--- src/rtl/chroma_key_frame_ctrl_if.sv ---
// Pixel stream bundle for the chroma-key frame controller.
// Carries the fg/bg pair input (valid/ready) and the composited output
// (valid/ready with sof/eof). slave = compositor, master = stream side.
interface chroma_key_frame_ctrl_if;
  logic [23:0] fg_data;
  logic        fg_valid;
  logic [23:0] bg_data;
  logic        bg_valid;
  logic        in_ready;
  logic [23:0] out_data;
  logic        out_valid;
  logic        out_ready;
  logic        out_sof;
  logic        out_eof;

  modport slave (
    input  fg_data, fg_valid, bg_data, bg_valid, out_ready,
    output in_ready, out_data, out_valid, out_sof, out_eof
  );

  modport master (
    output fg_data, fg_valid, bg_data, bg_valid, out_ready,
    input  in_ready, out_data, out_valid, out_sof, out_eof
  );
endinterface

--- src/rtl/chroma_key_frame_ctrl.sv ---
// Chroma-key frame sequencer: streams one frame of fg/bg pairs through a
// one-stage compare/select stage and posts a status word at end of frame.
// Ports: clock, reset (async, active high); ctrl_reg/key_reg/thr_reg from
// the register bank; px = pixel stream interface (slave side);
// stat_data/stat_we = status write port; busy = frame in progress.
// Optional: define CK_WATCHDOG_EN for the idle-cycle watchdog.
module chroma_key_frame_ctrl #(
  parameter int FRAME_PIXELS   = 76800,
  parameter int CNT_W          = 17,
  parameter int TIMEOUT_CYCLES = 1024
) (
  input  logic                    clock,
  input  logic                    reset,
  input  logic [31:0]             ctrl_reg,
  input  logic [31:0]             key_reg,
  input  logic [31:0]             thr_reg,
  chroma_key_frame_ctrl_if.slave  px,
  output logic [31:0]             stat_data,
  output logic                    stat_we,
  output logic                    busy
);

  typedef enum logic [1:0] {IDLE, RUN, DRAIN, DONE} state_t;

  state_t           state, nxt;
  logic             start_q;
  logic [23:0]      key_q;
  logic [7:0]       thr_q;
  logic [CNT_W-1:0] pix_cnt;
  logic [CNT_W-1:0] match_cnt;
  logic             abort_flag;
  logic [23:0]      out_data;
  logic             out_valid;
  logic             out_sof;
  logic             out_eof;

  logic        start_ev;
  logic        abort;
  logic        in_ready;
  logic        accept;
  logic        fire;
  logic        last;
  logic        match;
  logic        timeout;
  logic [31:0] mc32;
  logic [31:0] stat_nxt;

  function automatic logic [8:0] absdiff(input logic [7:0] a,
                                         input logic [7:0] b);
    logic [8:0] d;
    d = {1'b0, a} - {1'b0, b};
    return d[8] ? -d : d;
  endfunction

  assign start_ev = ctrl_reg[0] && !start_q;
  assign abort    = ctrl_reg[1];
  // Abort wins over acceptance: the pair is refused in the abort cycle.
  assign in_ready = (state == RUN) && !abort
                 && (!out_valid || px.out_ready);
  assign accept   = in_ready && px.fg_valid && px.bg_valid;
  assign fire     = out_valid && px.out_ready;
  assign last     = pix_cnt == CNT_W'(FRAME_PIXELS - 1);

  assign match =
    (absdiff(px.fg_data[23:16], key_q[23:16]) <= {1'b0, thr_q}) &&
    (absdiff(px.fg_data[15:8],  key_q[15:8])  <= {1'b0, thr_q}) &&
    (absdiff(px.fg_data[7:0],   key_q[7:0])   <= {1'b0, thr_q});

  assign mc32 = 32'(match_cnt);

`ifdef CK_WATCHDOG_EN
  localparam int IW = $clog2(TIMEOUT_CYCLES + 1);

  logic [IW-1:0] idle_cnt;
  logic          active;

  assign active  = (state == RUN) || (state == DRAIN);
  // Fires on the TIMEOUT_CYCLES-th consecutive idle cycle.
  assign timeout = active && !accept && !fire
                && (idle_cnt == IW'(TIMEOUT_CYCLES - 1));

  always_ff @(posedge clock or posedge reset) begin
    if (reset) begin
      idle_cnt <= '0;
    end else if (!active || accept || fire) begin
      idle_cnt <= '0;
    end else begin
      idle_cnt <= idle_cnt + 1'b1;
    end
  end

  assign stat_nxt = {1'b1, abort_flag | timeout, timeout, mc32[28:0]};

  logic unused_bits;
  assign unused_bits = ^{ctrl_reg[31:2], key_reg[31:24],
                         thr_reg[31:8], mc32[31:29]};
`else
  localparam int UNUSED_TIMEOUT = TIMEOUT_CYCLES;

  assign timeout  = 1'b0;
  assign stat_nxt = {1'b1, abort_flag, mc32[29:0]};

  logic unused_bits;
  assign unused_bits = ^{ctrl_reg[31:2], key_reg[31:24],
                         thr_reg[31:8], mc32[31:30]};
`endif

  always_ff @(posedge clock or posedge reset) begin
    if (reset) begin
      state <= IDLE;
    end else begin
      state <= nxt;
    end
  end

  always_comb begin
    nxt = state;
    unique case (state)
      IDLE: begin
        if (start_ev) nxt = RUN;
      end
      RUN: begin
        if (timeout) nxt = DONE;
        else if (abort || (accept && last)) nxt = DRAIN;
      end
      DRAIN: begin
        if (timeout || !out_valid || px.out_ready) nxt = DONE;
      end
      DONE: begin
        nxt = IDLE;
      end
      default: nxt = IDLE;
    endcase
  end

  always_ff @(posedge clock or posedge reset) begin
    if (reset) begin
      start_q    <= 1'b0;
      key_q      <= '0;
      thr_q      <= '0;
      pix_cnt    <= '0;
      match_cnt  <= '0;
      abort_flag <= 1'b0;
      out_data   <= '0;
      out_valid  <= 1'b0;
      out_sof    <= 1'b0;
      out_eof    <= 1'b0;
      stat_data  <= '0;
    end else begin
      start_q <= ctrl_reg[0];
      if (state == IDLE && start_ev) begin
        pix_cnt    <= '0;
        match_cnt  <= '0;
        abort_flag <= 1'b0;
        key_q      <= key_reg[23:0];
        thr_q      <= thr_reg[7:0];
      end
      if (state == RUN && abort) abort_flag <= 1'b1;
      if (accept) begin
        pix_cnt   <= pix_cnt + 1'b1;
        if (match) match_cnt <= match_cnt + 1'b1;
        out_data  <= match ? px.bg_data : px.fg_data;
        out_valid <= 1'b1;
        out_sof   <= pix_cnt == '0;
        out_eof   <= last;
      end else if (fire || timeout) begin
        // Timeout drops a held pixel; out_data itself is left as is.
        out_valid <= 1'b0;
        out_sof   <= 1'b0;
        out_eof   <= 1'b0;
      end
      if (nxt == DONE && state != DONE) stat_data <= stat_nxt;
    end
  end

  assign px.in_ready  = in_ready;
  assign px.out_data  = out_data;
  assign px.out_valid = out_valid;
  assign px.out_sof   = out_sof;
  assign px.out_eof   = out_eof;
  assign stat_we      = state == DONE;
  assign busy         = state != IDLE;

endmodule
--- src/flat_wrapper.sv ---
// flat-port wrapper written by rule: the top's interface ports become plain ports
module chroma_key_frame_ctrl_flat 
#(
  parameter int FRAME_PIXELS   = 76800,
  parameter int CNT_W          = 17,
  parameter int TIMEOUT_CYCLES = 1024
)
  (clock, reset, ctrl_reg, key_reg, thr_reg, stat_data, stat_we, busy, px_fg_data, px_fg_valid, px_bg_data, px_bg_valid, px_out_ready, px_in_ready, px_out_data, px_out_valid, px_out_sof, px_out_eof);
  chroma_key_frame_ctrl_if px_i ();
  input  logic clock;
  input  logic reset;
  input  logic [31:0] ctrl_reg;
  input  logic [31:0] key_reg;
  input  logic [31:0] thr_reg;
  output logic [31:0] stat_data;
  output logic stat_we;
  output logic busy;
  input wire logic [$bits(px_i.fg_data)-1:0] px_fg_data;
  input wire logic [$bits(px_i.fg_valid)-1:0] px_fg_valid;
  input wire logic [$bits(px_i.bg_data)-1:0] px_bg_data;
  input wire logic [$bits(px_i.bg_valid)-1:0] px_bg_valid;
  input wire logic [$bits(px_i.out_ready)-1:0] px_out_ready;
  output wire logic [$bits(px_i.in_ready)-1:0] px_in_ready;
  output wire logic [$bits(px_i.out_data)-1:0] px_out_data;
  output wire logic [$bits(px_i.out_valid)-1:0] px_out_valid;
  output wire logic [$bits(px_i.out_sof)-1:0] px_out_sof;
  output wire logic [$bits(px_i.out_eof)-1:0] px_out_eof;
  assign px_i.fg_data = px_fg_data;
  assign px_i.fg_valid = px_fg_valid;
  assign px_i.bg_data = px_bg_data;
  assign px_i.bg_valid = px_bg_valid;
  assign px_i.out_ready = px_out_ready;
  assign px_in_ready = px_i.in_ready;
  assign px_out_data = px_i.out_data;
  assign px_out_valid = px_i.out_valid;
  assign px_out_sof = px_i.out_sof;
  assign px_out_eof = px_i.out_eof;
  chroma_key_frame_ctrl #(.FRAME_PIXELS(FRAME_PIXELS), .CNT_W(CNT_W), .TIMEOUT_CYCLES(TIMEOUT_CYCLES)) u_core (.clock(clock), .reset(reset), .ctrl_reg(ctrl_reg), .key_reg(key_reg), .thr_reg(thr_reg), .px(px_i), .stat_data(stat_data), .stat_we(stat_we), .busy(busy));
endmodule
--- config.mk ---
export PLATFORM = sky130hd
export DESIGN_NAME = chroma_key_frame_ctrl_flat
export DESIGN_NICKNAME = d
export VERILOG_FILES = /design/src/rtl/chroma_key_frame_ctrl_if.sv /design/src/rtl/chroma_key_frame_ctrl.sv /design/src/flat_wrapper.sv
export SDC_FILE = /design/constraint.sdc
export NUM_CORES = 1
export LEC_CHECK = 0
export BUFFER_PORTS_ARGS = -buffer_cell sky130_fd_sc_hd__buf_2
export CORE_MARGIN = 5
export CORE_UTILIZATION = 41
export CTS_BUF_LIST = sky130_fd_sc_hd__clkbuf_4 sky130_fd_sc_hd__clkbuf_8
export DETAILED_ROUTE_END_ITERATION = 6
export GPL_ROUTABILITY_DRIVEN = 0
export PLACE_DENSITY = 0.76
export SYNTH_ARGS = -nofsm -noshare
export SYNTH_HDL_FRONTEND = slang
export SYNTH_SLANG_ARGS = --single-unit
--- constraint.sdc ---
create_clock -name clock -period 3.6 [get_ports clock]
set_input_delay 0.36 -clock clock [delete_from_list [all_inputs] [get_ports clock]]
set_output_delay 0.36 -clock clock [all_outputs]
set_load 0.1 [all_outputs]
# == Word-level counts from Yosys, hierarchy flattened ==
# Index checks and enable logic that the tools add are counted.
# word_totals
wordCells,71
output_inout_bits,62
ff_bits,116
# op_classes
add_sub_neg,8
order_cmp,3
reduce_logical,23
eq_ne,6
muxes,19
# op_table
cell,n
2-to-1 mux 17 bit,5
adder 17 x 1 -> 17 bit (second input constant),2
<= comparator 9 x 8 -> 1 bit,3
2-to-1 mux 9 bit,3
negation 9 bit,3
subtractor 8 x 8 -> 9 bit,3
2-to-1 mux 24 bit,1
== test 17 bit (second input constant),1
zero test 17 bit,1
logical AND 1 bit,12
case mux 2 bit (4 select lines),1
nonzero test 2 bit,4
== test 2 bit (second input constant),3
2-to-1 mux 1 bit,6
2-to-1 mux 2 bit,3
zero test 1 bit,3
== test 2 x 1 -> 1 bit (second input constant),1
zero test 2 bit,1
logical OR 1 bit,2
!= test 2 bit (second input constant),1

# == Depth between registers and ports, before layout ==
# Gate-level depths: netlist of run 1.
# depth
ltp_word,11
depth_mapped,23
ltp_nobuf,21

# == Worst setup path before layout of run 1 ==
# Ideal clock, no wire load.
# synth_timing
path_type,input to register
startpoint,in px_fg_data[0]
endpoint,reg u_core.match_cnt[10]
path_buffers,1
setup_time_ps,118
slack_ps,-402
required_ps,3482
cell_stages,22
arrival_ps,3884
cell_sequence,inv_1 ha_1 inv_1 fa_1 nand3_1 a21oi_1 o21ai_0 a21boi_0 o21ai_0 nand2b_1 nor2_1 xor2_1 ha_1 a2111oi_0 o21ai_0 o221ai_1 o211ai_1 a31oi_1 nand2_2 o21a_2 buf_4 a21o_1
# synth_between
elab_chain_len,7
# synth_lines
item,line,rtl
"start, declared",flat_wrapper.sv:18,input wire logic [$bits(px_i.fg_data)-1:0] px_fg_data;
subtractor 8 x 8 -> 9 bit (*),chroma_key_frame_ctrl.sv:51,"d = {1'b0, a} - {1'b0, b};"
negation 9 bit,chroma_key_frame_ctrl.sv:52,return d[8] ? -d : d;
2-to-1 mux 9 bit (*),chroma_key_frame_ctrl.sv:52,
<= comparator 9 x 8 -> 1 bit (*),chroma_key_frame_ctrl.sv:67,"(absdiff(px.fg_data[7:0], key_q[7:0]) <= {1'b0, thr_q});"
logical AND 1 bit (*),chroma_key_frame_ctrl.sv:66,"(absdiff(px.fg_data[15:8], key_q[15:8]) <= {1'b0, thr_q}) &&"
2-to-1 mux 17 bit (*),chroma_key_frame_ctrl.sv:161,if (match) match_cnt <= match_cnt + 1'b1;
2-to-1 mux 17 bit (*),chroma_key_frame_ctrl.sv:159,if (accept) begin
"end signal, assigned",chroma_key_frame_ctrl.sv:161,
"end, declared",chroma_key_frame_ctrl.sv:30,logic [CNT_W-1:0] match_cnt;
# Mark *: on every way between the ends. The rest lies on a longest branch, timed or not.
# A chain may end at the register's enable or synchronous reset.

# == Worst setup path after layout of run 1 ==
# layout_timing
startpoint,reg u_core.key_q[8]
endpoint,reg u_core.match_cnt[1]
# layout_between
elab_chain_len,8
# layout_lines
item,line,rtl
"start, declared",chroma_key_frame_ctrl.sv:27,logic [23:0] key_q;
"start signal, assigned",chroma_key_frame_ctrl.sv:155,key_q <= key_reg[23:0];
subtractor 8 x 8 -> 9 bit (*),chroma_key_frame_ctrl.sv:51,
negation 9 bit,chroma_key_frame_ctrl.sv:52,
2-to-1 mux 9 bit (*),chroma_key_frame_ctrl.sv:52,
<= comparator 9 x 8 -> 1 bit (*),chroma_key_frame_ctrl.sv:66,
logical AND 1 bit (*),chroma_key_frame_ctrl.sv:65,"(absdiff(px.fg_data[23:16], key_q[23:16]) <= {1'b0, thr_q}) &&"
logical AND 1 bit (*),chroma_key_frame_ctrl.sv:66,
2-to-1 mux 17 bit (*),chroma_key_frame_ctrl.sv:161,
2-to-1 mux 17 bit (*),chroma_key_frame_ctrl.sv:159,
# Marks and branches as above.

==> results by group, run 1 <==
Status
  • Status: finished with violations
  • Violated checks: setup timing

Synth
  • Gate count of the mapped netlist: roughly 810
  • Post-Synth Simple-Gate Area: roughly 17%
  • Complex-gate fraction of the synthesized area: 16.60%
  • Post-Synth Adder-Cell Area: 9.931%
  • Main combinational cell family by area after synthesis: simple AND/OR/NAND/NOR gates
  • Yosys reg bits: around 120
  • Post-synth EDFFs: 0
  • Post-synthesis xor/xnor area fraction: 4.138%
  • Post-Syn Area per Cell: 9.192 sq um
  • Synth area leader: dfrtp_1
  • Yosys top cell area share: 39.18%
  • Top FF cell, synth: dfrtp_1
  • Async SR Flop Fraction: between 90% and 100%
  • Most frequent cell after synthesis: dfrtp_1
  • Cell Area, Synth: approximately 0.0074 sq mm
  • Ys Warns: 0
  • Post-synthesis mux area share: around 7.1%
  • Cell variety after synth: 63
  • Most instantiated cells after synthesis: dfrtp_1 (116), nand2_1 (90), o21ai_0 (66)
  • Synth area leaders: dfrtp_1 (39%), ha_1 (9.1%), nand2_1 (4.6%), o21ai_0 (4.5%), mux2i_1 (3.8%)
  • Register area share after synthesis: between 30% and 40%

Die
  • Top-Level Pins: ~210
  • Std-Cell Rows: about 50
  • Core box area: 0.01790 sq mm
  • Initial Util: between 40% and 50%
  • Die Wd: approximately 140 microns
  • Die ar.: 0.02086 sq mm
  • Vert. Die Dim: 144.4 microns

Finish
  • Share of cells above drive strength 1: 34.15%
  • Multi-input gate area: roughly 0.0044 sq mm
  • Seq. cell area: between 0.002 and 0.003 sq mm
  • Final Non-Filler Cells: 1289
  • P&R area growth vs syn: 32.17%
  • Final instance area: ~0.0098 sq mm
  • Layout Nets: 1253
  • Filler instances: around 1600
  • Diode count: 0

GRT
  • Initial antenna violation count: 0
  • Met2 Usage GRT: about 33%
  • Met3 usage: 4.464%
  • Gr usage total: a little under 20%
  • GR Overflow Total: 0
  • Vias in the first global route: between 6000 and 7000
  • Gr busiest metal: met2
  • First-pass GRT wire length: around 33000 microns
  • M1 GR Usage: 25.29%
  • Pin count of the biggest net entering global routing: 79

CTS
  • CTS tree: built
  • CTS sink count: ~120
  • Worst-path clk slew: 0.07 ns
  • H-tree level count: 4
  • Later-pin clock latency in the skew report: 0.46 ns
  • CTS root buf: clkbuf_8
  • CTS buffer count: 17
  • Clock buffer depth: 2

Timing
  • RSZ-0062 raised after global routing: true
  • Final setup fails: between 40 and 50
  • Slew Limit Fails: 0
  • Max transition margin: about 43%
  • Worst Tran Pin Value: 0.8271 ns
  • Final hold viol count: 0
  • Tcrit/Tclk final: 113.1%
  • Final worst setup slack: -0.4706 ns
  • Max Fclk: 245.7 MHz
  • Minimum clock period after layout: between 4 and 5 ns
  • Clk_skew: roughly 0.011 ns

Critical path
  • Crit Path Max Fanout: 6
  • Startpoint types: flip-flop
  • Critical path class: reg2reg
  • Critical Path AT: about 4.4 ns
  • Worst endpoint required time: ~4 ns
  • Critical path endpoint category: flip-flop

Route
  • Antenna Nets Post-Route: 0
  • Via count: about 6700
  • Drt pass-1 iters: 5
  • DRC: 0
  • Final wirelength: a little under 20000 microns
  • Detailed Route Iter0 Violations: between 300 and 400
  • Drt via density: roughly 5.2
  • Per-cell routed wire length: ~15 microns

Place
  • Placed Area: approximately 0.0091 sq mm
  • IO buf count: around 140
  • Placed insts: between 1000 and 1500
  • HPWL reported at the end of detailed placement: around 14000 microns

Run
  • Maxcap violations: 0

Min path
  • Hold Path Class: in2reg
==> state kept, by name, indices dropped and copies added (netlist names), 2 cells and up <==
name / flops
u_core.match_cnt: 17
u_core.state: 2
u_core.stat_data: 19
u_core.pix_cnt: 17
u_core.thr_q: 8
u_core.px.out_data: 24
u_core.key_q: 24
==> cell families after synthesis <==
family	count (synthesis)
simple gates	266
flops	116
buf+inv	87
compound gates	194
xor+xnor	35
mux	50
other cells	1
fa+ha+maj	57
==> worst max-delay path, cell delays in order (launching register included) <==
cell	delay (ns)
dfrtp_1	0.36
ha_2	0.19
inv_2	0.04
fa_2	0.40
buf_6	0.13
xnor2_2	0.14
nand3_1	0.12
or3_4	0.42
o31ai_4	0.31
xnor2_2	0.12
ha_1	0.31
nand4_1	0.08
o22a_1	0.16
o21ai_1	0.10
o211ai_1	0.15
a31oi_2	0.24
nand2_4	0.15
buf_12	0.18
nor2_4	0.16
buf_4	0.15
o21ai_2	0.04
==> per-layer routing <==
| metal | up-vias | share of wire (%) |
|---|---|---|
| met5 | - | 0 |
| met4 | 0 | 1.3 |
| met1 | 3211 | 44 |
| met2 | 164 | 48 |
| li1 | 3322 | - |
| met3 | 23 | 6.0 |
==> worst paths after layout <==
path                                            from                    end  slack, ns  cells after the start
max in group asynchronous                      reset   u_core.match_cnt[14]       2.25                      4
worst min-delay path                     ctrl_reg[0]         u_core.start_q       0.04                      1
worst max register to register       u_core.key_q[8]    u_core.match_cnt[1]      -0.47                     20
worst min register to register  u_core.stat_data[31]   u_core.stat_data[31]       0.47                      1
min in group asynchronous                      reset  u_core.px.out_data[7]       0.50                      3
worst max-delay path                 u_core.key_q[8]    u_core.match_cnt[1]      -0.47                     20
==> final cells by class <==
class	count	share of cell area [%]
inverters	47	1.878
repair buffers	249	16.34
flip-flops and latches	116	29.64
well taps	229	2.926
clock inverters	14	1.546
multi-input cells	616	45.20
clock buffers	18	2.466
==> per-stage QoR <==
| stage | TNS [ns] | hold slack [ns] | setup WS (ns) | utilization, % |
|---|---|---|---|---|
| finish | -16.33 | 0.04221 | -0.4706 | 54.70 |
| global route | -27.17 | 0.02311 | -0.7437 | 54.70 |
| detailed placement | -24.67 | 0.4283 | -0.6672 | 50.66 |
| CTS | -13.87 | 0.008353 | -0.3971 | 53.77 |
| global placement | -19.51 | 0.4263 | -0.5503 | 50.66 |
| floorplan | -4.290 | 0.3914 | -0.1961 | - |
==> cells in the final DEF (no fill, tap or decap), types with 8 or more instances in the layout <==
master	instances
nand2_1	89
clkbuf_8	17
or2_2	9
xor2_1	13
mux2i_1	28
nor3_1	8
o21ai_0	59
mux2_2	21
nand2b_1	16
a21o_1	20
ha_1	51
inv_1	42
buf_4	106
nor2_1	55
nand4_1	12
nand3_1	23
xnor2_1	16
a211oi_1	12
conb_1	13
dfrtp_1	116
buf_2	135
a21oi_1	39
==> timing repair <==
item / 4_1_cts / 5_1_grt
endpoints found under the hold margin: 38 / 0
buffers inserted: 6 / 3
gates resized for setup: 22 / 25
pin swaps: 20 / 17
cloned: 1 / 1
hold buffers: 1 / 0
endpoints found under the setup margin: 41 / 41
Power of run 1 is not shown: default switching activity piles up to over one toggle a cycle in this logic, so the estimate is an artifact.
==> run 2: changes to the inputs <==
==> constraint.sdc (replaced) <==
create_clock -name clock -period 3.6 [get_ports clock]
set_input_delay 0.72 -clock clock [delete_from_list [all_inputs] [get_ports clock]]
set_output_delay 0.72 -clock clock [all_outputs]
set_load 0.1 [all_outputs]
==> run 2 against run 1 <==
Against the previous run: the flow still finishes with violations (setup timing); global-route usage rose by 0.17 points; clock-buffer cell count rose by 3; maximum frequency fell by 3.1%; final cell count rose by 0.54%; sequential cell count did not move; critical path depth fell by 1; clock skew rose by 0.0022 ns; routed wire length rose by 1.5%.
==> results by group, run 2 (same netlist as run 1, synthesis figures left out) <==
Timing
  • RSZ-0062 raised after global routing: true
  • Worst Tran Pin Value: 0.6530 ns
  • Tcrit/Tclk final: 116.6%
  • Max Fclk: approximately 240 MHz
  • Slew Limit Fails: 0
  • Final hold viol count: 0
  • Clk_skew: 0.01369 ns
  • Final worst setup slack: -0.5986 ns
  • Max transition margin: between 50% and 60%
  • Minimum clock period after layout: about 4.2 ns
  • Final setup fails: 41

Critical path
  • Critical Path AT: ~4.5 ns
  • Slowest CP cell: nor4_2
  • Worst r2r src: u_core.key_q[0]
  • Reg2Reg Depth: 22
  • CP Cell Sequence: buf_2, ha_1, a21o_1, a221oi_2, o211ai_1, nor4_2, nor2_2, xor2_1, ha_1, a2111oi_4, o21ai_1, o221ai_1, o211ai_1, a31oi_2, nand2_2, buf_12, buf_12, mux2i_1, a21oi_1
  • Worst R2R End: u_core.px.out_data[18]
  • Critical path class: in2reg
  • Worst endpoint required time: 3.91 ns
  • Flop2flop setup slack: -0.58 ns
  • Startpoint types: input pin
  • Max incr delay on CP: 0.41 ns
  • Critical path endpoint category: flip-flop
  • Crit Path Max Fanout: 8

Die
  • Die Wd: roughly 140 microns
  • Initial Util: approximately two fifths
  • Top-Level Pins: ~210
  • Core box area: around 0.018 sq mm
  • Std-Cell Rows: just under 50
  • Die ar.: 0.02086 sq mm
  • Vert. Die Dim: roughly 140 microns

Finish
  • Layout Nets: approximately 1300
  • Layout Utilization: 55.62%
  • Diode count: 0
  • Share of cells above drive strength 1: between 30% and 40%
  • P&R area growth vs syn: 34.40%
  • Filler instances: 1591
  • Registers with the most flip-flops: u_core.key_q (24), u_core.px.out_data (24), u_core.stat_data (19)
  • Commonest non-fill, non-tap cell in the layout: buf_2
  • Most frequent cells in the layout: buf_2 (133), dfrtp_1 (116), buf_4 (112)

CTS
  • Later-pin clock latency in the skew report: 0.45 ns
  • CTS tree: built
  • CTS sink count: around 120
  • Clock buffer depth: 2
  • Worst-path clk slew: around 0.07 ns
  • CTS buffer count: 17
  • H-tree level count: 4
  • CTS root buf: clkbuf_8

GRT
  • Gr usage total: 19.77%
  • Initial antenna violation count: 0
  • First-pass GRT wire length: around 33000 microns
  • Met2 Usage GRT: between 30% and 40%
  • GR Overflow Total: 0
  • Pin count of the biggest net entering global routing: 117
  • Met3 usage: 5.258%
  • Gr busiest metal: met2
  • Vias in the first global route: between 6000 and 7000
  • M1 GR Usage: 25.36%

Route
  • Per-cell routed wire length: around 15 microns
  • DRC: 0
  • Final wirelength: approximately 20000 microns
  • Drt via density: 5.190
  • Antenna Nets Post-Route: 0
  • Via count: between 6000 and 7000
  • Drt pass-1 iters: 5
  • Detailed Route Iter0 Violations: 330

Run
  • Maxcap violations: 0

Min path
  • Worst hold path startpoint: ctrl_reg[0]
  • Hold Path Class: in2reg
  • Worst Hold Depth: 1
  • WHS Endpoint: u_core.start_q

Place
  • Pre-CTS setup slack: -1.207 ns
  • IO buf count: about 140
  • HPWL reported at the end of detailed placement: between 10000 and 15000 microns

Status
  • Status: finished with violations
  • Violated checks: setup timing
## run 2: layout make-up
cell class                      count  area (sq um)  area share (%)
Sequential cell                   116          2903           29.15
Clock buffer                       21         270.3           2.714
Clock inverter                      9         155.1           1.558
Inverter                           47         192.7           1.935
Timing Repair Buffer              259          1728           17.35
Tap cell                          229         286.5           2.878
Multi-Input combinational cell    615          4422           44.41
## run 2: worst max path at each step
stage                          from                endpoint  slack [ns]  cells after the start
finish                px_fg_data[3]  u_core.px.out_data[18]       -0.60                     19
global route          px_fg_data[3]  u_core.px.out_data[22]       -0.83                     19
floorplan             px_fg_data[0]    u_core.match_cnt[12]       -0.55                     22
CTS                 u_core.key_q[0]    u_core.match_cnt[16]       -0.48                     22
global placement      px_fg_data[0]  u_core.px.out_data[15]       -0.94                     22
detailed placement    px_fg_data[0]   u_core.px.out_data[6]       -1.21                     22
## run 2: worst max-delay path: cells and delay by family
family,cells,cell delay (ns)
adder cells (fa/ha/maj),2,0.66
buffers and inverters,3,0.45
AO/OA/AOI/OAI,9,1.78
AND/OR/NAND/NOR,3,0.61
XOR/XNOR,1,0.15
multiplexers,1,0.15
## run 2: layer usage
metal	wire, microns	share of wire, %
met5	0	0
met4	223	1.1
met3	1317	6.6
met2	9863	49
met1	8676	43
## run 2: metrics by stage
step           hold WS [ns]  cells  cell area (sq um)  setup TNS, ns
3_3_place_gp         0.4494   1248               9130         -36.46
5_1_grt              0.3968   1296               9957         -30.37
4_1_cts              0.3918   1294               9907         -15.78
6_report             0.4120   1296               9957         -22.53
3_5_place_dp         0.4528   1248               9130         -46.57
2_1_floorplan        0.4444    818               7548         -18.64
## run 2: what timing repair did
item | in CTS | in global routing
endpoints found under the setup margin | 41 | 41
pin swaps | 34 | 12
hold buffers | 0 | 0
gates resized for setup | 44 | 9
gates cloned | 2 | 0
buffers inserted | 14 | 3
Power of run 2 is left out for the same reason.
